--- src/rtl/rf_pkg.sv ---
// Shared constants, FSM encoding and helpers for the 32x32 register file and its users.
// Pure definitions: no latency, no flow control.
package rf_pkg;

    localparam int REG_SIZE     = 32;
    localparam int INDEX_SIZE   = 5;
    localparam int REGFILE_SIZE = 32;

    localparam logic [INDEX_SIZE-1:0] ZERO = '0;

    typedef enum logic [1:0] {
        IDLE  = 2'd0,
        READ  = 2'd1,
        VALID = 2'd2
    } fetch_state_t;

    function automatic logic [REGFILE_SIZE-1:0] onehot(input logic [INDEX_SIZE-1:0] idx);
        logic [REGFILE_SIZE-1:0] mask;
        mask      = '0;
        mask[idx] = 1'b1;
        return mask;
    endfunction

endpackage

--- src/rtl/rf_scoreboard.sv ---
// Busy mask of registers with a write in flight; set beats clear on the same bit, r0 is never busy.
// Updates on the clock edge; eff_busy already excludes this cycle's writeback, no backpressure.
module rf_scoreboard
    import rf_pkg::*;
(
    input  logic                    clock,
    input  logic                    reset,
    input  logic                    set_en,
    input  logic [INDEX_SIZE-1:0]   set_idx,
    input  logic                    clr_en,
    input  logic [INDEX_SIZE-1:0]   clr_idx,
    output logic [REGFILE_SIZE-1:0] busy,
    output logic [REGFILE_SIZE-1:0] eff_busy
);

    logic [REGFILE_SIZE-1:0] busy_q;
    logic [REGFILE_SIZE-1:0] busy_d;
    logic [REGFILE_SIZE-1:0] clr_mask;
    logic [REGFILE_SIZE-1:0] set_mask;

    always_comb begin
        clr_mask = clr_en ? onehot(clr_idx) : '0;
        set_mask = (set_en && set_idx != ZERO) ? onehot(set_idx) : '0;
        eff_busy = busy_q & ~clr_mask;
        // OR-ing the set after the clear gives the new producer priority over the old one.
        busy_d   = eff_busy | set_mask;
    end

    always_ff @(posedge clock or posedge reset) begin
        if (reset) begin
            busy_q <= '0;
        end else begin
            busy_q <= busy_d;
        end
    end

    assign busy = busy_q;

endmodule

--- src/rtl/rf_operand_fetch.sv ---
// Operand fetch: reads rs/rt from rf_32 on accept, forwards same-edge writebacks, operands valid two edges later.
// Stalls issue on RAW hazards via the scoreboard; op_ready low holds VALID and keeps issue_ready low.
module rf_operand_fetch
    import rf_pkg::*;
(
    input  logic                    clock,
    input  logic                    reset,

    input  logic                    issue_valid,
    output logic                    issue_ready,
    input  logic [INDEX_SIZE-1:0]   issue_rs,
    input  logic [INDEX_SIZE-1:0]   issue_rt,
    input  logic [INDEX_SIZE-1:0]   issue_rd,
    input  logic                    issue_writes,

    output logic                    rf_read_enabled,
    output logic [INDEX_SIZE-1:0]   rf_read_addr_s,
    output logic [INDEX_SIZE-1:0]   rf_read_addr_t,
    input  logic [REG_SIZE-1:0]     rf_outA,
    input  logic [REG_SIZE-1:0]     rf_outB,

    output logic                    rf_write_enabled,
    output logic [INDEX_SIZE-1:0]   rf_write_addr,
    output logic [REG_SIZE-1:0]     rf_write_data,

    input  logic                    wb_valid,
    input  logic [INDEX_SIZE-1:0]   wb_addr,
    input  logic [REG_SIZE-1:0]     wb_data,

    output logic                    op_valid,
    input  logic                    op_ready,
    output logic [REG_SIZE-1:0]     op_a,
    output logic [REG_SIZE-1:0]     op_b,
    output logic [INDEX_SIZE-1:0]   op_rd,
    output logic                    op_writes,

    output logic [REGFILE_SIZE-1:0] busy
);

    fetch_state_t state_q, state_d;

    logic                  fwd_a_q, fwd_a_d;
    logic                  fwd_b_q, fwd_b_d;
    logic [REG_SIZE-1:0]   fwd_data_q, fwd_data_d;
    logic [INDEX_SIZE-1:0] rd_q, rd_d;
    logic                  writes_q, writes_d;
    logic                  op_valid_q, op_valid_d;
    logic [REG_SIZE-1:0]   op_a_q, op_a_d;
    logic [REG_SIZE-1:0]   op_b_q, op_b_d;
    logic [INDEX_SIZE-1:0] op_rd_q, op_rd_d;
    logic                  op_writes_q, op_writes_d;

    logic [REGFILE_SIZE-1:0] eff_busy;
    logic                    accept;

    rf_scoreboard u_scoreboard (
        .clock    (clock),
        .reset    (reset),
        .set_en   (accept && issue_writes),
        .set_idx  (issue_rd),
        .clr_en   (wb_valid),
        .clr_idx  (wb_addr),
        .busy     (busy),
        .eff_busy (eff_busy)
    );

    // A writeback landing this edge releases its hazard, so the stalled instruction goes now.
    assign issue_ready = !reset && (state_q == IDLE)
                         && !eff_busy[issue_rs] && !eff_busy[issue_rt];
    assign accept      = issue_valid && issue_ready;

    assign rf_read_enabled = accept;
    assign rf_read_addr_s  = issue_rs;
    assign rf_read_addr_t  = issue_rt;

    assign rf_write_enabled = wb_valid && (wb_addr != ZERO);
    assign rf_write_addr    = wb_addr;
    assign rf_write_data    = wb_data;

    always_comb begin
        state_d     = state_q;
        fwd_a_d     = fwd_a_q;
        fwd_b_d     = fwd_b_q;
        fwd_data_d  = fwd_data_q;
        rd_d        = rd_q;
        writes_d    = writes_q;
        op_valid_d  = op_valid_q;
        op_a_d      = op_a_q;
        op_b_d      = op_b_q;
        op_rd_d     = op_rd_q;
        op_writes_d = op_writes_q;

        case (state_q)
            IDLE: begin
                if (accept) begin
                    state_d    = READ;
                    rd_d       = issue_rd;
                    writes_d   = issue_writes;
                    // The rf reads before it writes, so a same-edge writeback must be captured here.
                    fwd_a_d    = wb_valid && (wb_addr == issue_rs) && (issue_rs != ZERO);
                    fwd_b_d    = wb_valid && (wb_addr == issue_rt) && (issue_rt != ZERO);
                    fwd_data_d = wb_data;
                end
            end
            READ: begin
                state_d     = VALID;
                op_a_d      = fwd_a_q ? fwd_data_q : rf_outA;
                op_b_d      = fwd_b_q ? fwd_data_q : rf_outB;
                op_rd_d     = rd_q;
                op_writes_d = writes_q;
                op_valid_d  = 1'b1;
            end
            VALID: begin
                if (op_ready) begin
                    state_d    = IDLE;
                    op_valid_d = 1'b0;
                end
            end
            default: begin
                state_d    = IDLE;
                op_valid_d = 1'b0;
            end
        endcase
    end

    always_ff @(posedge clock or posedge reset) begin
        if (reset) begin
            state_q <= IDLE;
        end else begin
            state_q <= state_d;
        end
    end

    always_ff @(posedge clock or posedge reset) begin
        if (reset) begin
            fwd_a_q     <= 1'b0;
            fwd_b_q     <= 1'b0;
            fwd_data_q  <= '0;
            rd_q        <= '0;
            writes_q    <= 1'b0;
            op_valid_q  <= 1'b0;
            op_a_q      <= '0;
            op_b_q      <= '0;
            op_rd_q     <= '0;
            op_writes_q <= 1'b0;
        end else begin
            fwd_a_q     <= fwd_a_d;
            fwd_b_q     <= fwd_b_d;
            fwd_data_q  <= fwd_data_d;
            rd_q        <= rd_d;
            writes_q    <= writes_d;
            op_valid_q  <= op_valid_d;
            op_a_q      <= op_a_d;
            op_b_q      <= op_b_d;
            op_rd_q     <= op_rd_d;
            op_writes_q <= op_writes_d;
        end
    end

    assign op_valid  = op_valid_q;
    assign op_a      = op_a_q;
    assign op_b      = op_b_q;
    assign op_rd     = op_rd_q;
    assign op_writes = op_writes_q;

endmodule

--- config.mk ---
export PLATFORM = sky130hd
export DESIGN_NAME = rf_operand_fetch
export DESIGN_NICKNAME = d
export VERILOG_FILES = /design/src/rtl/rf_pkg.sv /design/src/rtl/rf_scoreboard.sv /design/src/rtl/rf_operand_fetch.sv
export SDC_FILE = /design/constraint.sdc
export NUM_CORES = 1
export LEC_CHECK = 0
export BUFFER_PORTS_ARGS = -buffer_cell sky130_fd_sc_hd__buf_2
export CAP_MARGIN = 20
export CORE_MARGIN = 3
export CORE_UTILIZATION = 45
export DETAILED_ROUTE_END_ITERATION = 6
export PLACE_DENSITY = 0.85
export SLEW_MARGIN = 20
export SYNTH_ARGS = -nofsm -noshare
export SYNTH_HDL_FRONTEND = slang
export SYNTH_SLANG_ARGS = --single-unit
--- constraint.sdc ---
create_clock -name clock -period 9.5 [get_ports clock]
set_clock_uncertainty 0.1 [all_clocks]
set_input_delay 1.425 -clock clock [delete_from_list [all_inputs] [get_ports clock]]
set_output_delay 1.425 -clock clock [all_outputs]
set_load 0.1 [all_outputs]
==> report_table.html <==
<table>
<tr><th>Metric</th><th>Value</th></tr>
<tr><th colspan="2">Run status</th></tr>
<tr><td>Status</td><td>completed</td></tr>
<tr><th colspan="2">Power</th></tr>
<tr><td>Overall power</td><td>3.406 mW</td></tr>
<tr><td>Portion of total power attributed to the clock network</td><td>0.209</td></tr>
<tr><td>Internal power summed over all cells</td><td>1.513 mW</td></tr>
<tr><td>Part of the total power dissipated in sequential elements</td><td>0.286</td></tr>
<tr><td>NetSw</td><td>1.893 mW</td></tr>
<tr><td>Switching share of total power</td><td>0.5558</td></tr>
<tr><td>Combinational fraction of design power</td><td>0.506</td></tr>
<tr><td>IR drop worst, VDD</td><td>0.2776 mV</td></tr>
<tr><td>Leakage power</td><td>4.399 nW</td></tr>
<tr><td>Power per standard cell area</td><td>358.9 nW/µm²</td></tr>
<tr><th colspan="2">Logic synthesis</th></tr>
<tr><td>Synth area leader</td><td>dfrtp_1</td></tr>
<tr><td>Count of cell types in the netlist</td><td>67</td></tr>
<tr><td>Top cells by area in the synthesized netlist</td><td>dfrtp_1, mux2i_1, o21ai_0, mux2_2, buf_4</td></tr>
<tr><td>Prevailing post-synth register cell</td><td>dfrtp_1</td></tr>
<tr><td>Synth Instances</td><td>738</td></tr>
<tr><td>Synthesis-stage register bit count</td><td>145</td></tr>
<tr><td>Count of flip-flops with a built-in enable after synthesis</td><td>0</td></tr>
<tr><td>Cell area after synthesis</td><td>7792 µm²</td></tr>
<tr><td>Number of warnings reported in the yosys synthesis log</td><td>0</td></tr>
<tr><td>Synthesized area per cell</td><td>10.56 µm²</td></tr>
<tr><td>Top-area cell type share of the netlist area</td><td>0.4656</td></tr>
<tr><td>Sequential share of the synthesized area</td><td>0.4656</td></tr>
<tr><td>Async S/R FF share, synth</td><td>1.000</td></tr>
<tr><td>Synthesized Nets</td><td>860</td></tr>
<tr><th colspan="2">Clock network</th></tr>
<tr><td>Hold buffer count at cts</td><td>0</td></tr>
<tr><td>TritonCTS buffer count</td><td>17</td></tr>
<tr><td>Clock sinks</td><td>145</td></tr>
<tr><td>CTS H-tree depth</td><td>4</td></tr>
<tr><td>CTS tree</td><td>built</td></tr>
<tr><td>Clock input transition at the sequential cells of the worst setup and hold paths</td><td>0.06 ns</td></tr>
<tr><td>Clock Tree Root</td><td>clkbuf_16</td></tr>
<tr><td>Post-CTS repair timing setup buffer count</td><td>0</td></tr>
<tr><td>Max Root-Sink Buffers</td><td>2</td></tr>
<tr><td>Number of instances resized during post-cts repair</td><td>0</td></tr>
<tr><td>Insertion delay to the later sink of the worst-skew pair</td><td>0.43 ns</td></tr>
<tr><th colspan="2">Critical path</th></tr>
<tr><td>Cell-by-cell trace of the critical path</td><td>buf_2 &gt; nand4bb_1 &gt; o311a_1 &gt; a2111oi_2 &gt; o2111ai_1 &gt; nor4_4 &gt; nand2_2 &gt; inv_2 &gt; buf_2</td></tr>
<tr><td>Maximum fanout along the worst path</td><td>39</td></tr>
<tr><td>Most Frequent Cell on Critical Path</td><td>buf_2</td></tr>
<tr><td>Worst setup path category</td><td>in -&gt; out</td></tr>
<tr><td>Reg-to-reg critical path startpoint</td><td>u_scoreboard.busy[8]</td></tr>
<tr><td>WP depth</td><td>9</td></tr>
<tr><td>Buffers and inverters on the worst path</td><td>3</td></tr>
<tr><td>Maximum cell stage delay along the critical path</td><td>0.88 ns</td></tr>
<tr><td>Nature of the critical path startpoint</td><td>input pin</td></tr>
<tr><td>Critical path arrival</td><td>5.29 ns</td></tr>
<tr><td>End of the critical path</td><td>rf_read_enabled</td></tr>
<tr><td>Slack of the worst reg-to-reg path</td><td>5.67 ns</td></tr>
<tr><td>Worst r2r dst</td><td>fwd_data_q[19]</td></tr>
<tr><td>Delay-heaviest family, CP</td><td>buffers and inverters</td></tr>
<tr><td>Beginning of the critical path</td><td>wb_addr[3]</td></tr>
<tr><td>Worst R2R Path Depth</td><td>8</td></tr>
<tr><td>Required time of the critical path</td><td>7.98 ns</td></tr>
<tr><td>Type of element capturing the critical path</td><td>primary output</td></tr>
<tr><td>Critical-path top delay cell</td><td>inv_2</td></tr>
<tr><th colspan="2">STA</th></tr>
<tr><td>Setup TNS</td><td>0 ns</td></tr>
<tr><td>Number of pins with negative max-slew slack in the final report</td><td>0</td></tr>
<tr><td>Final setup violation count</td><td>0</td></tr>
<tr><td>Final critical delay including setup and external delays</td><td>6.813 ns</td></tr>
<tr><td>Final WS setup</td><td>2.687 ns</td></tr>
<tr><td>Achievable clock frequency</td><td>0.1468 GHz</td></tr>
<tr><td>Rel. slew slack</td><td>0.3544</td></tr>
<tr><td>WHS</td><td>0.3726 ns</td></tr>
<tr><td>Final Cycle Share</td><td>0.7171</td></tr>
<tr><td>RSZ-0062 raised after global routing</td><td>false</td></tr>
<tr><td>Slew at the pin with the worst max-slew slack</td><td>0.9684 ns</td></tr>
<tr><td>Final Hold Fails</td><td>0</td></tr>
<tr><th colspan="2">Placed design</th></tr>
<tr><td>Number of port buffers</td><td>274</td></tr>
<tr><td>Post-Place Worst Slack</td><td>2.667 ns</td></tr>
<tr><td>HPWL reported at the end of detailed placement</td><td>17,540 µm</td></tr>
<tr><td>Total placed cells including tap cells</td><td>1,133</td></tr>
<tr><td>Final RePlAce weighted congestion</td><td>1.010</td></tr>
<tr><td>Placed Area</td><td>8869 µm²</td></tr>
<tr><th colspan="2">Global routing</th></tr>
<tr><td>GRT overflow</td><td>0</td></tr>
<tr><td>Largest net degree at the start of global routing</td><td>89</td></tr>
<tr><td>Total GRT Usage</td><td>0.2478</td></tr>
<tr><td>Vias in the first global route</td><td>6,323</td></tr>
<tr><td>Antenna violations before repair</td><td>1</td></tr>
<tr><td>Global-route wire length before repair</td><td>35,770 µm</td></tr>
<tr><th colspan="2">Floorplanning</th></tr>
<tr><td>Placement Rows</td><td>47</td></tr>
<tr><td>Starting Density</td><td>0.4649</td></tr>
<tr><td>Horiz. Die Dim</td><td>137.6 µm</td></tr>
<tr><td>Ports placed on the boundary</td><td>275</td></tr>
<tr><td>DIE HEIGHT</td><td>137.6 µm</td></tr>
<tr><td>Area of the core region</td><td>16,760 µm²</td></tr>
<tr><td>Floorplan die area</td><td>18,930 µm²</td></tr>
<tr><th colspan="2">Drt</th></tr>
<tr><td>Detailed Routing Iterations Pass 1</td><td>5</td></tr>
<tr><td>Number of design-rule violations left by the first detailed-router iteration</td><td>540</td></tr>
<tr><td>Vias post-DR</td><td>6,698</td></tr>
<tr><td>Post-Route WL</td><td>24,130 µm</td></tr>
<tr><td>Residual antenna-violating net count after detailed routing</td><td>0</td></tr>
<tr><td>Average wire per cell in the routed design</td><td>20.71 µm</td></tr>
<tr><td>Via/cell ratio</td><td>5.749</td></tr>
<tr><td>Number of remaining DRC errors</td><td>0</td></tr>
<tr><th colspan="2">Finish</th></tr>
<tr><td>Total number of nets in the final design</td><td>1,054</td></tr>
<tr><td>Diodes inserted</td><td>0</td></tr>
<tr><td>Final instance area</td><td>9490 µm²</td></tr>
<tr><td>Area overhead of the layout relative to synthesis</td><td>21.79%</td></tr>
<tr><td>Non-filler instance count after layout</td><td>1,165</td></tr>
<tr><td>Final core utilization</td><td>0.5663</td></tr>
<tr><td>Fraction of layout instances using a drive strength above 1</td><td>0.3947</td></tr>
<tr><th colspan="2">Min path</th></tr>
<tr><td>Worst min path class</td><td>reg -&gt; reg</td></tr>
<tr><th colspan="2">Flow run</th></tr>
<tr><td>Count of maximum capacitance violations</td><td>0</td></tr>
</table>
final cells by class:
class	instances	area, µm²
clock inverters	14	192.7
clock buffers	18	429.2
fillers	1451	7269
inverters	9	38.79
flip-flops and latches	145	3631
repair buffers	278	1401
well taps	220	275.3
multi-input cells	481	3522
placed cells by master (no fill, tap or decap), types with 4 or more instances in the layout:
| master | Yosys | layout |
|---|---|---|
| buf_4 | 50 | 4 |
| inv_1 | 7 | 6 |
| nand3_1 | 7 | 7 |
| mux2_1 | 10 | 10 |
| xnor2_1 | 4 | 4 |
| mux2i_1 | 78 | 78 |
| o21ai_0 | 99 | 99 |
| inv_6 | 0 | 6 |
| nor2_1 | 13 | 13 |
| buf_2 | 12 | 274 |
| o311ai_0 | 6 | 6 |
| o31ai_1 | 33 | 33 |
| dfrtp_1 | 145 | 143 |
| nand3b_1 | 5 | 5 |
| nor3_1 | 6 | 6 |
| a31oi_1 | 4 | 4 |
| nand4_1 | 5 | 5 |
| nand4b_1 | 6 | 6 |
| mux2_2 | 43 | 43 |
| xor2_1 | 7 | 7 |
| nor4_1 | 6 | 6 |
| clkbuf_16 | 0 | 17 |
| nand2_1 | 80 | 80 |
| o2111ai_1 | 4 | 4 |
cell families after synthesis:
kind of cell / synth area share
AO/OA/AOI/OAI: 0.1415
flip-flops: 0.4656
multiplexers: 0.1797
XOR/XNOR: 0.01236
AND/OR/NAND/NOR: 0.1175
buffers and inverters: 0.08333
worst min-delay path, delay by kind of cell (launching register included):
kind | cells | cell delay (ns)
compound gates | 1 | 0.06
flops | 1 | 0.34
simple gates | 1 | 0.04
synthesized netlist by cell type (all sizes together), types with 6 or more instances:
master and n:
buf 69, clkbuf 34, dfrtp 145, inv 9, mux2 53, mux2i 78, nand2 81, nand3 7
nand4b 7, nor2 13, nor3 6, nor4 7, o21ai 99, o311ai 6, o31ai 33, xor2 7
metal layers:
layer	vias to the layer above	share of wire	GRT usage
li1	3040	-	-
met5	-	0.00054	0
met3	62	0.085	0.06647
met4	2	0.030	0.1009
met1	3224	0.42	0.3488
met2	370	0.46	0.3620
registers in the layout (all words and copies together), names as in the netlist:
name / cells
fwd_a_q: 1
op_a: 32
fwd_data_q: 32
op_valid: 1
fwd_b_q: 1
op_rd: 5
state_q: 2
rd_q: 5
op_writes: 1
u_scoreboard.busy: 32
writes_q: 1
op_b: 32
power by group through the flow:
stage          Combinational (mW)  Sequential, mW  Clock (mW)
2_1_floorplan               0.367            2.03           0
3_3_place_gp                 1.71           0.967           0
3_5_place_dp                 1.73           0.977           0
4_1_cts                      1.73           0.970       0.719
5_1_grt                      1.78           0.998       0.751
6_report                     1.72           0.973       0.711
worst min path at each step:
stage / from / endpoint / slack, ns / cells past startpoint
after floorplan: state_q[1] / state_q[1] / 0.37 / 2
after global placement: op_b[30] / op_b[30] / 0.36 / 2
after detailed placement: op_b[27] / op_b[27] / 0.36 / 2
after CTS: op_b[22] / op_b[22] / 0.38 / 2
after global routing: op_b[27] / op_b[27] / 0.40 / 2
final: op_b[22] / op_b[22] / 0.37 / 2
Note: power is estimated with default switching activity, not from simulation.
